## src/rtl/uart_rx_fifo.sv

```systemverilog
// 8N1 UART receiver: 2-flop input synchronizer, mid-bit sampling FSM and a small
// elastic FIFO presented through valid/ready. Errors are reported as 1-cycle pulses.
module uart_rx_fifo #(
  parameter int CLK_HZ     = 16000000,
  parameter int BAUD       = 115200,
  parameter int FIFO_DEPTH = 4
) (
  input  logic                          clk,
  input  logic                          rst,
  input  logic                          uart_rxd,
  output logic [7:0]                    rx_data,
  output logic                          rx_valid,
  input  logic                          rx_ready,
  output logic                          frame_err,
  output logic                          overrun,
  output logic [$clog2(FIFO_DEPTH):0]   fifo_count
);
  localparam int CPB = (CLK_HZ + BAUD / 2) / BAUD;
  localparam int CW  = $clog2(CPB);
  localparam int AW  = $clog2(FIFO_DEPTH);
  localparam logic [CW-1:0] HALF_LAST = CW'(CPB / 2 - 1);
  localparam logic [CW-1:0] BIT_LAST  = CW'(CPB - 1);
  localparam logic [AW:0]   FULL_CNT  = (AW + 1)'(FIFO_DEPTH);

  generate
    if (CPB < 8) begin : g_cpb_chk
      $error("uart_rx_fifo: CLKS_PER_BIT must be >= 8");
    end
    if (FIFO_DEPTH < 2 || (FIFO_DEPTH & (FIFO_DEPTH - 1)) != 0) begin : g_depth_chk
      $error("uart_rx_fifo: FIFO_DEPTH must be a power of two >= 2");
    end
  endgenerate

  typedef enum logic [2:0] {IDLE, START, DATA, STOP, BREAK} state_t;

  logic          rxd_m, rxd_s;
  state_t        state, state_n;
  logic [CW-1:0] cnt, cnt_n;
  logic [2:0]    bit_idx, bit_idx_n;
  logic [7:0]    shreg, shreg_n;
  logic          push, ferr_n;

  logic [7:0]    mem [FIFO_DEPTH];
  logic [AW-1:0] wr_ptr, rd_ptr;
  logic [AW:0]   count;
  logic          full, pop, wr_en, ovr_n;

  always_ff @(posedge clk) begin
    if (rst) begin
      rxd_m <= 1'b1;
      rxd_s <= 1'b1;
    end else begin
      rxd_m <= uart_rxd;
      rxd_s <= rxd_m;
    end
  end

  always_ff @(posedge clk) begin
    if (rst) begin
      state   <= IDLE;
      cnt     <= '0;
      bit_idx <= '0;
      shreg   <= '0;
    end else begin
      state   <= state_n;
      cnt     <= cnt_n;
      bit_idx <= bit_idx_n;
      shreg   <= shreg_n;
    end
  end

  always_comb begin
    state_n   = state;
    cnt_n     = cnt + CW'(1);
    bit_idx_n = bit_idx;
    shreg_n   = shreg;
    push      = 1'b0;
    ferr_n    = 1'b0;
    unique case (state)
      IDLE: begin
        cnt_n = '0;
        if (!rxd_s) state_n = START;
      end
      START: if (cnt == HALF_LAST) begin
        cnt_n     = '0;
        bit_idx_n = '0;
        state_n   = rxd_s ? IDLE : DATA;
      end
      DATA: if (cnt == BIT_LAST) begin
        cnt_n     = '0;
        shreg_n   = {rxd_s, shreg[7:1]};
        bit_idx_n = bit_idx + 3'd1;
        if (bit_idx == 3'd7) state_n = STOP;
      end
      STOP: if (cnt == BIT_LAST) begin
        cnt_n   = '0;
        push    = rxd_s;
        ferr_n  = !rxd_s;
        state_n = rxd_s ? IDLE : BREAK;
      end
      BREAK: begin
        // Line held low: stay here so a long break yields a single error.
        cnt_n = '0;
        if (rxd_s) state_n = IDLE;
      end
      default: state_n = IDLE;
    endcase
  end

  assign rx_valid   = (count != '0);
  assign full       = (count == FULL_CNT);
  assign pop        = rx_valid && rx_ready;
  // A full FIFO still accepts a byte when the head is popped on the same edge.
  assign wr_en      = push && (!full || pop);
  assign ovr_n      = push && full && !pop;
  assign rx_data    = rx_valid ? mem[rd_ptr] : 8'h00;
  assign fifo_count = count;

  always_ff @(posedge clk) begin
    if (wr_en) mem[wr_ptr] <= shreg;
  end

  always_ff @(posedge clk) begin
    if (rst) begin
      wr_ptr    <= '0;
      rd_ptr    <= '0;
      count     <= '0;
      frame_err <= 1'b0;
      overrun   <= 1'b0;
    end else begin
      frame_err <= ferr_n;
      overrun   <= ovr_n;
      if (wr_en) wr_ptr <= wr_ptr + AW'(1);
      if (pop)   rd_ptr <= rd_ptr + AW'(1);
      case ({wr_en, pop})
        2'b10:   count <= count + (AW + 1)'(1);
        2'b01:   count <= count - (AW + 1)'(1);
        default: count <= count;
      endcase
    end
  end
endmodule

```

## config.mk

```make
export PLATFORM = sky130hd
export DESIGN_NAME = uart_rx_fifo
export DESIGN_NICKNAME = d
export VERILOG_FILES = /design/src/rtl/uart_rx_fifo.sv
export SDC_FILE = /design/constraint.sdc
export NUM_CORES = 1
export LEC_CHECK = 0
export CAP_MARGIN = 15
export CORE_AREA = 5 5 68 100
export CTS_BUF_LIST = sky130_fd_sc_hd__clkbuf_4 sky130_fd_sc_hd__clkbuf_8
export CTS_CLUSTER_SIZE = 14
export DETAILED_ROUTE_END_ITERATION = 6
export DIE_AREA = 0 0 73 105
export GPL_TIMING_DRIVEN = 0
export PLACE_DENSITY = 0.71
export SLEW_MARGIN = 20
export SYNTH_ARGS = -nofsm -noshare
export SYNTH_HDL_FRONTEND = slang
export SYNTH_SLANG_ARGS = --single-unit
```

## constraint.sdc

```tcl
create_clock -name clk -period 3.7 [get_ports clk]
set_input_delay 0.74 -clock clk [delete_from_list [all_inputs] [get_ports clk]]
set_output_delay 0.74 -clock clk [all_outputs]
set_load 0.05 [all_outputs]
```

== Word level (Yosys, flattened, before mapping) ==
Memories as Yosys holds them, arrays and structs flattened. A register that Yosys moved wholly into a read port is not among the register bits.
Index checks and enable logic that the tools add are counted.
Operators by class
  equality and inequality tests: 16
  mux-type cells: 23
  bitwise operators: 2
  add/sub/neg operators: 6
  reduce and logical (&&, ||, !) cells: 18
Operators by type and width (count)
  $mux W3: 9
  $mux W8: 3
  $pmux W8 S3: 1
  $pmux W3 S5: 1
  $ne A2 B2 Y1 const B: 6
  $pmux W3 S2: 2
  $eq A3 B3 Y1 const B: 3
  $add A8 B1 Y8 const B: 1
  $eq A8 B7 Y1 const B: 1
  $eq A8 B8 Y1 const B: 1
  $add A3 B1 Y3 const B: 2
  $eq A3 B2 Y1 const B: 2
  $mux W2: 3
  $reduce_and A6 Y1: 1
  $add A2 B1 Y2 const B: 2
  $logic_and A1 B1 Y1: 4
  $mux W1: 4
  $reduce_bool A2 Y1: 2
  $reduce_or A2 Y1: 2
  $eq A3 B1 Y1 const B: 1
  $logic_not A1 Y1: 3
  $logic_not A3 Y1: 1
  $reduce_and A3 Y1: 1
  $reduce_bool A3 Y1: 1
  other kinds (7): 8
Storage, ports and cells
  word-level logic and storage cells: 77
  RAM bits: 32
  memories: 1
  flip-flop bits (word level): 33
Memories
  mem: words 4, width 8, rd ports 1, clocked after Yosys merged registers in 1, write ports 1, line 43  | logic [7:0] mem [FIFO_DEPTH];

== Depth between registers and ports, before layout ==
Gate-level depths: netlist of the first run.
  word-level depth: 6
  depth in mapped cells: 9

== Worst setup path after synthesis of the first run ==
No wires, ideal clock.
  kind: flip-flop to output port
  start: register (tool-made name)
  end: output rx_data[0]
  arrival: 1.733 ns
  cell stages (with the launch flop): 4
  required time: 2.960 ns
  path slack: 1.227 ns
  cell sequence: dfxtp_1 > clkbuf_1 > mux4_2 > nor2b_1
RTL lines
  to (decl): line 11  | output logic [7:0] rx_data,

==> out/qor.csv, run 1 <==
stage;metric;value;unit
clock_network;post-CTS sizing;0;
placement;detailed placement HPWL;3500;um
run;max cap viols;0;
die;Die X;73;um
global_route;vias in the first global route;1761;
pwr;power share of the clock group;34.0;%
synthesis;syn_nets;253;
sta;Worst Hold Slack;0.412;ns
critical_path;Worst Reg-to-Reg Cells;9;
global_route;gr ovfl total;0;
layout;design area;3390;um^2
sta;max-slew violations;0;
clock_network;CTS tree;built;
synthesis;Post-synth EDFFs;32;
critical_path;origin of the critical flop-to-flop path;cnt[0]$_SDFF_PP0_;
layout;most frequent cells in the layout;dfxtp_1 (35), edfxtp_1 (32), nand2_1 (24);
placement;routability cong.;0.751;
layout;final cell count without fillers;343;
drt;WL final;4730;um
layout;share of post-route cells with drive strength above 1;13.3;%
drt;Avg WL per Cell;13.8;um
clock_network;clk buf depth;2;
sta;Slew headroom;49.8;%
critical_path;Worst EP arrival;2.61;ns
sta;Tmin final;3.35;ns
clock_network;hold_buf cts;0;
global_route;initial antenna violation count;0;
synthesis;top_reg_cell synth;dfxtp_1;
synthesis;#FFs+latches synth;67;
pwr;PnR Total Power;2330;uW
drt;via count;1781;
critical_path;Worst Setup End Kind;output pin;
placement;Placed Area;3110;um^2
drt;Residual DRC;0;
clock_network;Worst-Skew Late Latency;0.33;ns
clock_network;H-tree levels;3;
pwr;Net Sw Power;734;uW
clock_network;TritonCTS Sinks;67;
layout;storage element area;1660;um^2
critical_path;r2r setup slk;1.16;ns
synthesis;async set-reset flop share out of synthesis;0;%
pwr;switch share;31.5;%
die;chip height;105;um
placement;placed cells;327;
layout;fillcell total;504;
sta;Final Setup Violations;0;
sta;Worst-Margin Slew;0.742;ns
sta;fin crit share;90.6;%
synthesis;post-synth cell types;43;
hold_path;Hold Crit Class;register to register;
pwr;PD cells;687;nW/um^2
critical_path;worst endpoint required time;2.96;ns
pwr;Sequential Power Share;36.1;%
layout;Synth-to-Final Area Change;18.3;%
drt;DR vias/cell;5.19;
drt;Initial DRC Count;66;
critical_path;Worst Setup EP;rx_data[7];
die;I/O Pins;18;
layout;antenna diode count;0;
sta;RSZ-0062 raised after global routing;false;
layout;Net count, final;280;
clock_network;clock transition at the registers of the reported paths;0.07;ns
outcome;status;completed;
global_route;largest net degree at the start of global routing;13;
placement;port bufs;16;
sta;Peak Freq;0.298;GHz
die;Initial Utilization;49.5;%
synthesis;Post-Synthesis Cells;239;
die;die area;7670;um^2
die;row count;34;
clock_network;root buf cell;clkbuf_8;
clock_network;post-CTS setup buffer count;0;
pwr;maximum vdd drop;441;uV
synthesis;YS warnings;0;
synthesis;average cell area after synthesis;12.0;um^2
pwr;combinational share of power;29.9;%
pwr;Int Pwr;1590;uW
layout;multi-input combinational cell area;1130;um^2
drt;drt pass-1 iters;4;
critical_path;Worst Setup Start Kind;register;
layout;commonest non-fill, non-tap cell in the layout;dfxtp_1;
synthesis;sequential area share after synthesis;58.0;%
synthesis;synthesized area;2860;um^2
pwr;Leakage;0.00112;uW
critical_path;RR Endpoint;fifo_count[2]$_SDFFE_PP0P_;
critical_path;Crit Path Max Fanout;8;
critical_path;CP Class;register to output pin;
global_route;combined global-route utilization of all metal layers;13.7;%
sta;Final TNS setup;0;ns
sta;final-report hold violation count;0;
sta;worst-case clock skew;0.00722;ns
global_route;first-pass GRT wire length;8090;um
clock_network;Num CTS Buffers;9;
drt;ANT nets after route;0;
die;core area;5790;um^2
[worst min-delay path by stage]
stage / start / endpoint / slack, ns / cells past startpoint
2_1_floorplan: rxd_m$_SDFF_PP1_ / rxd_s$_SDFF_PP1_ / 0.39 / 1
3_3_place_gp: rxd_m$_SDFF_PP1_ / rxd_s$_SDFF_PP1_ / 0.39 / 1
3_5_place_dp: rxd_m$_SDFF_PP1_ / rxd_s$_SDFF_PP1_ / 0.40 / 1
4_1_cts: rxd_m$_SDFF_PP1_ / rxd_s$_SDFF_PP1_ / 0.41 / 1
5_1_grt: rxd_m$_SDFF_PP1_ / rxd_s$_SDFF_PP1_ / 0.44 / 1
6_report: rxd_m$_SDFF_PP1_ / rxd_s$_SDFF_PP1_ / 0.41 / 1
[power by group through the flow]
stage	clock network, uW	logic (uW)	registers, uW
global route	841	748	844
global placement	0	694	852
CTS	804	705	837
detailed placement	0	703	853
finish	793	696	839
floorplan	0	476	886
[per-stage QoR]
step	util, %	setup slack, ns
final	58.5	0.347
after global routing	58.5	0.148
after CTS	58.5	0.231
after detailed placement	53.8	0.593
after global placement	53.8	0.661
after floorplan	-	1.23
[routing by layer]
| metal | track usage (%) | wire, um | vias up |
|---|---|---|---|
| li1 | - | - | 904 |
| met1 | 14.3 | 1820 | 847 |
| met2 | 25.2 | 2690 | 25 |
| met3 | 3.46 | 141 | 5 |
| met4 | 5.54 | 67 | 0 |
| met5 | 0 | 0 | - |
[cells in the mapped netlist, drive strengths merged (2+ instances only)]
cell type | count | area share, %
dfxtp | 35 | 24
edfxtp | 32 | 34
nand2 | 24 | 3.1
nor2 | 23 | 3.0
a21oi | 12 | 2.1
inv | 11 | 1.4
nor2b | 10 | 2.2
ha | 9 | 3.9
mux4 | 8 | 6.3
clkbuf | 7 | 0.92
xnor2 | 7 | 2.1
and2 | 6 | 1.3
nand3 | 5 | 0.87
nor3 | 4 | 0.70
mux2 | 3 | 1.2
mux2i | 3 | 1.0
nand4 | 3 | 0.66
or3 | 3 | 0.66
xor2 | 3 | 0.92
a31oi | 2 | 0.44
buf | 2 | 0.31
nand2b | 2 | 0.44
nor3b | 2 | 0.52
nor4 | 2 | 0.96
nor4b | 2 | 0.61
o31a | 2 | 0.61
o31ai | 2 | 0.70
or2 | 2 | 0.44
or3b | 2 | 0.61
[worst max-delay path, stage by stage (launching register included)]
cell,delay [ns]
dfxtp_1,0.30
clkbuf_1,0.52
mux4_2,0.59
nor2b_1,0.14
clkdlybuf4s50_1,0.73
[layout make-up]
type	count	share of cell area, %
buffer	9	1.03
clock buffer	10	3.88
clock inverter	6	4.06
inverter	11	1.22
multi-input combinational	152	33.4
sequential	67	49.1
tap	72	2.66
timing repair buffer	16	4.73
[logic make-up (layout without fill, tap and decap cells)]
group / count (synthesis) / count (layout) / synth area share (%)
AOI/OAI and AO/OA: 23 / 23 / 5.38
xor gates and xnor gates: 10 / 10 / 3.06
adders and majority gates: 10 / 10 / 4.63
buffers and inverters: 20 / 52 / 2.67
DFF: 67 / 67 / 58.0
muxes: 14 / 14 / 8.52
and+or+nand+nor: 95 / 95 / 17.7
[flip-flops by register name, summed over array words and instances (netlist names), 2 cells and up, named ones only]
signal / count
mem: 32
cnt: 8
shreg: 8
bit_idx: 3
fifo_count: 3
state: 3
rd_ptr: 2
wr_ptr: 2
No activity file was read; power rests on OpenSTA's default activity.
==> run 2: changes to the inputs <==
--- a/config.mk
+++ b/config.mk
@@ -12,7 +12,7 @@
 export DETAILED_ROUTE_END_ITERATION = 6
 export DIE_AREA = 0 0 73 105
 export GPL_TIMING_DRIVEN = 0
-export PLACE_DENSITY = 0.71
+export PLACE_DENSITY = 0.74
 export SLEW_MARGIN = 20
 export SYNTH_ARGS = -nofsm -noshare
 export SYNTH_HDL_FRONTEND = slang
==> constraint.sdc (replaced) <==
create_clock -name clk -period 2.7 [get_ports clk]
set_input_delay 0.54 -clock clk [delete_from_list [all_inputs] [get_ports clk]]
set_output_delay 0.54 -clock clk [all_outputs]
set_load 0.05 [all_outputs]
==> run 2 against run 1 <==
Combinational power up 26%; final cell count is 0.58% lower; total power is 24% higher; non-clock buffer count is 2 lower; clock-buffer cell count decreased by 1; first-iteration DRC count rose by 3.0%; core utilization is 1.4 points lower; sequential cell count did not move; clock skew is essentially flat; critical endpoint unchanged.
==> out/qor.csv, run 2 (synthesized netlist as in run 1, its figures left out) <==
stage;metric;value;unit
die;I/O Pins;18;
global_route;gr ovfl total;0;
die;core area;5790;um^2
clock_network;H-tree levels;3;
critical_path;Worst Reg-to-Reg Cells;9;
die;row count;34;
layout;Synth-to-Final Area Change;15.6;%
critical_path;CP Class;register to output pin;
pwr;maximum vdd drop;617;uV
sta;RSZ-0062 raised after global routing;false;
layout;commonest non-fill, non-tap cell in the layout;dfxtp_1;
critical_path;Worst Setup Start Kind;register;
placement;Placed Area;3110;um^2
critical_path;slowest CP cell;mux4_2;
layout;top flop regs;mem (32), cnt (8), shreg (8);
hold_path;Hold Crit Start;rxd_m$_SDFF_PP1_;
die;Die X;73;um
drt;ANT nets after route;0;
outcome;status;completed;
clock_network;post-CTS setup buffer count;0;
critical_path;crit-path cells;mux4_2 > nor2b_1 > dlygate4sd2_1;
critical_path;Crit Path Max Fanout;8;
sta;Worst-Margin Slew;0.693;ns
global_route;first-pass GRT wire length;8090;um
pwr;Leakage;0.00112;uW
sta;max-slew violations;0;
sta;fin crit share;92.1;%
clock_network;Num CTS Buffers;9;
global_route;largest net degree at the start of global routing;14;
sta;Final Setup Violations;0;
layout;final cell count without fillers;341;
layout;final core occ;57.2;%
critical_path;origin of the critical flop-to-flop path;cnt[0]$_SDFF_PP0_;
drt;DR vias/cell;5.20;
drt;Residual DRC;0;
clock_network;clock transition at the registers of the reported paths;0.08;ns
hold_path;Hold Crit Class;register to register;
layout;design area;3310;um^2
critical_path;r2r setup slk;0.22;ns
pwr;Int Pwr;1860;uW
layout;register with the most flip-flops;mem;
clock_network;CTS tree;built;
sta;final-report hold violation count;0;
clock_network;hold_buf cts;0;
critical_path;Max stage delay on crit path;0.54;ns
layout;antenna diode count;0;
sta;Slew headroom;53.2;%
placement;port bufs;16;
clock_network;root buf cell;clkbuf_8;
global_route;vias in the first global route;1730;
placement;placed cells;327;
pwr;power share of the clock group;28.1;%
critical_path;Worst Setup End Kind;output pin;
pwr;Sequential Power Share;41.5;%
pwr;combinational share of power;30.5;%
pwr;Net Sw Power;1020;uW
sta;Worst Hold Slack;0.413;ns
critical_path;worst endpoint required time;2.16;ns
drt;Initial DRC Count;68;
layout;most frequent cells in the layout;dfxtp_1 (34), edfxtp_1 (32), nand2_1 (24);
sta;worst-case clock skew;0.00726;ns
clock_network;clk buf depth;2;
global_route;initial antenna violation count;0;
drt;via count;1772;
sta;Setup WS post-layout;0.213;ns
sta;Peak Freq;0.402;GHz
global_route;combined global-route utilization of all metal layers;13.7;%
drt;drt pass-1 iters;5;
critical_path;Worst EP arrival;1.95;ns
clock_network;Worst-Skew Late Latency;0.33;ns
placement;detailed placement HPWL;3540;um
die;die area;7670;um^2
layout;max FFs per register;32;
pwr;switch share;35.4;%
pwr;PD cells;869;nW/um^2
run;max cap viols;0;
layout;share of post-route cells with drive strength above 1;13.8;%
hold_path;Hold Crit Depth;1;
die;Initial Utilization;49.5;%
hold_path;Endpoint, Worst Hold;rxd_s$_SDFF_PP1_;
clock_network;TritonCTS Sinks;67;
placement;dpl ws;-0.171;ns
critical_path;RR Endpoint;fifo_count[2]$_SDFFE_PP0P_;
die;chip height;105;um
drt;Avg WL per Cell;14.1;um
placement;routability cong.;0.783;
sta;Tmin final;2.49;ns
drt;WL final;4820;um
layout;Net count, final;278;
run 2: cell count changes in the layout (fill, tap and decap cells not counted), sizes merged, moves of 2 or more:
cell	change
bufinv	-3
dlygate4sd2	+8
clkdlybuf4s50	-8
clkbuf	-3
clkinvlp	+2
run 2: worst max-delay path: cells and delay by family (launching register included):
kind                   cells  cell delay, ns
buffers and inverters      1            0.43
muxes                      1            0.54
DFF                        1            0.50
and+or+nand+nor            1            0.14
run 2: power groups by stage:
| stage | clock network, uW | logic [uW] | registers (uW) |
|---|---|---|---|
| 6_report | 807 | 877 | 1190 |
| 5_1_grt | 878 | 941 | 1210 |
| 2_1_floorplan | 0 | 652 | 1210 |
| 3_3_place_gp | 0 | 954 | 1170 |
| 3_5_place_dp | 0 | 964 | 1170 |
| 4_1_cts | 826 | 883 | 1190 |
run 2: area by class of cell:
cell class | count | area, um^2
buffer | 7 | 27.5
clock buffer | 9 | 124
clock inverter | 7 | 76.3
fill | 498 | 2480
inverter | 11 | 41.3
multi-input combinational | 152 | 1140
sequential | 67 | 1660
tap | 72 | 90.1
timing repair buffer | 16 | 150
run 2: metrics by stage:
stage | TNS (ns) | total power, uW
finish | 0 | 2880
global route | 0 | 3020
CTS | 0 | 2900
detailed placement | -1.30 | 2130
global placement | -1.08 | 2120
floorplan | 0 | 1870
run 2: repair_timing:
item                                    CTS  global route
cloned                                    0             0
gates resized for setup                  10             1
endpoints found under the setup margin    9             1
run 2: layer usage:
metal | up-vias | GRT usage [%] | part of all wire [%]
met2 | 20 | 25.0 | 56
met5 | - | 0 | 0
met3 | 7 | 2.31 | 3.1
met4 | 0 | 6.73 | 1.5
li1 | 902 | - | -
met1 | 843 | 14.6 | 39
run 2: how the worst max path moves through the flow:
stage / from / to / slack, ns
floorplan: cnt[0]$_SDFF_PP0_ / fifo_count[2]$_SDFFE_PP0P_ / 0.38
global placement: register / rx_data[7] / -0.15
finish: register / rx_data[7] / 0.21
CTS: fifo_count[2]$_SDFFE_PP0P_ / rx_valid / 0.03
detailed placement: register / rx_data[6] / -0.17
global route: register / rx_data[6] / 0.11
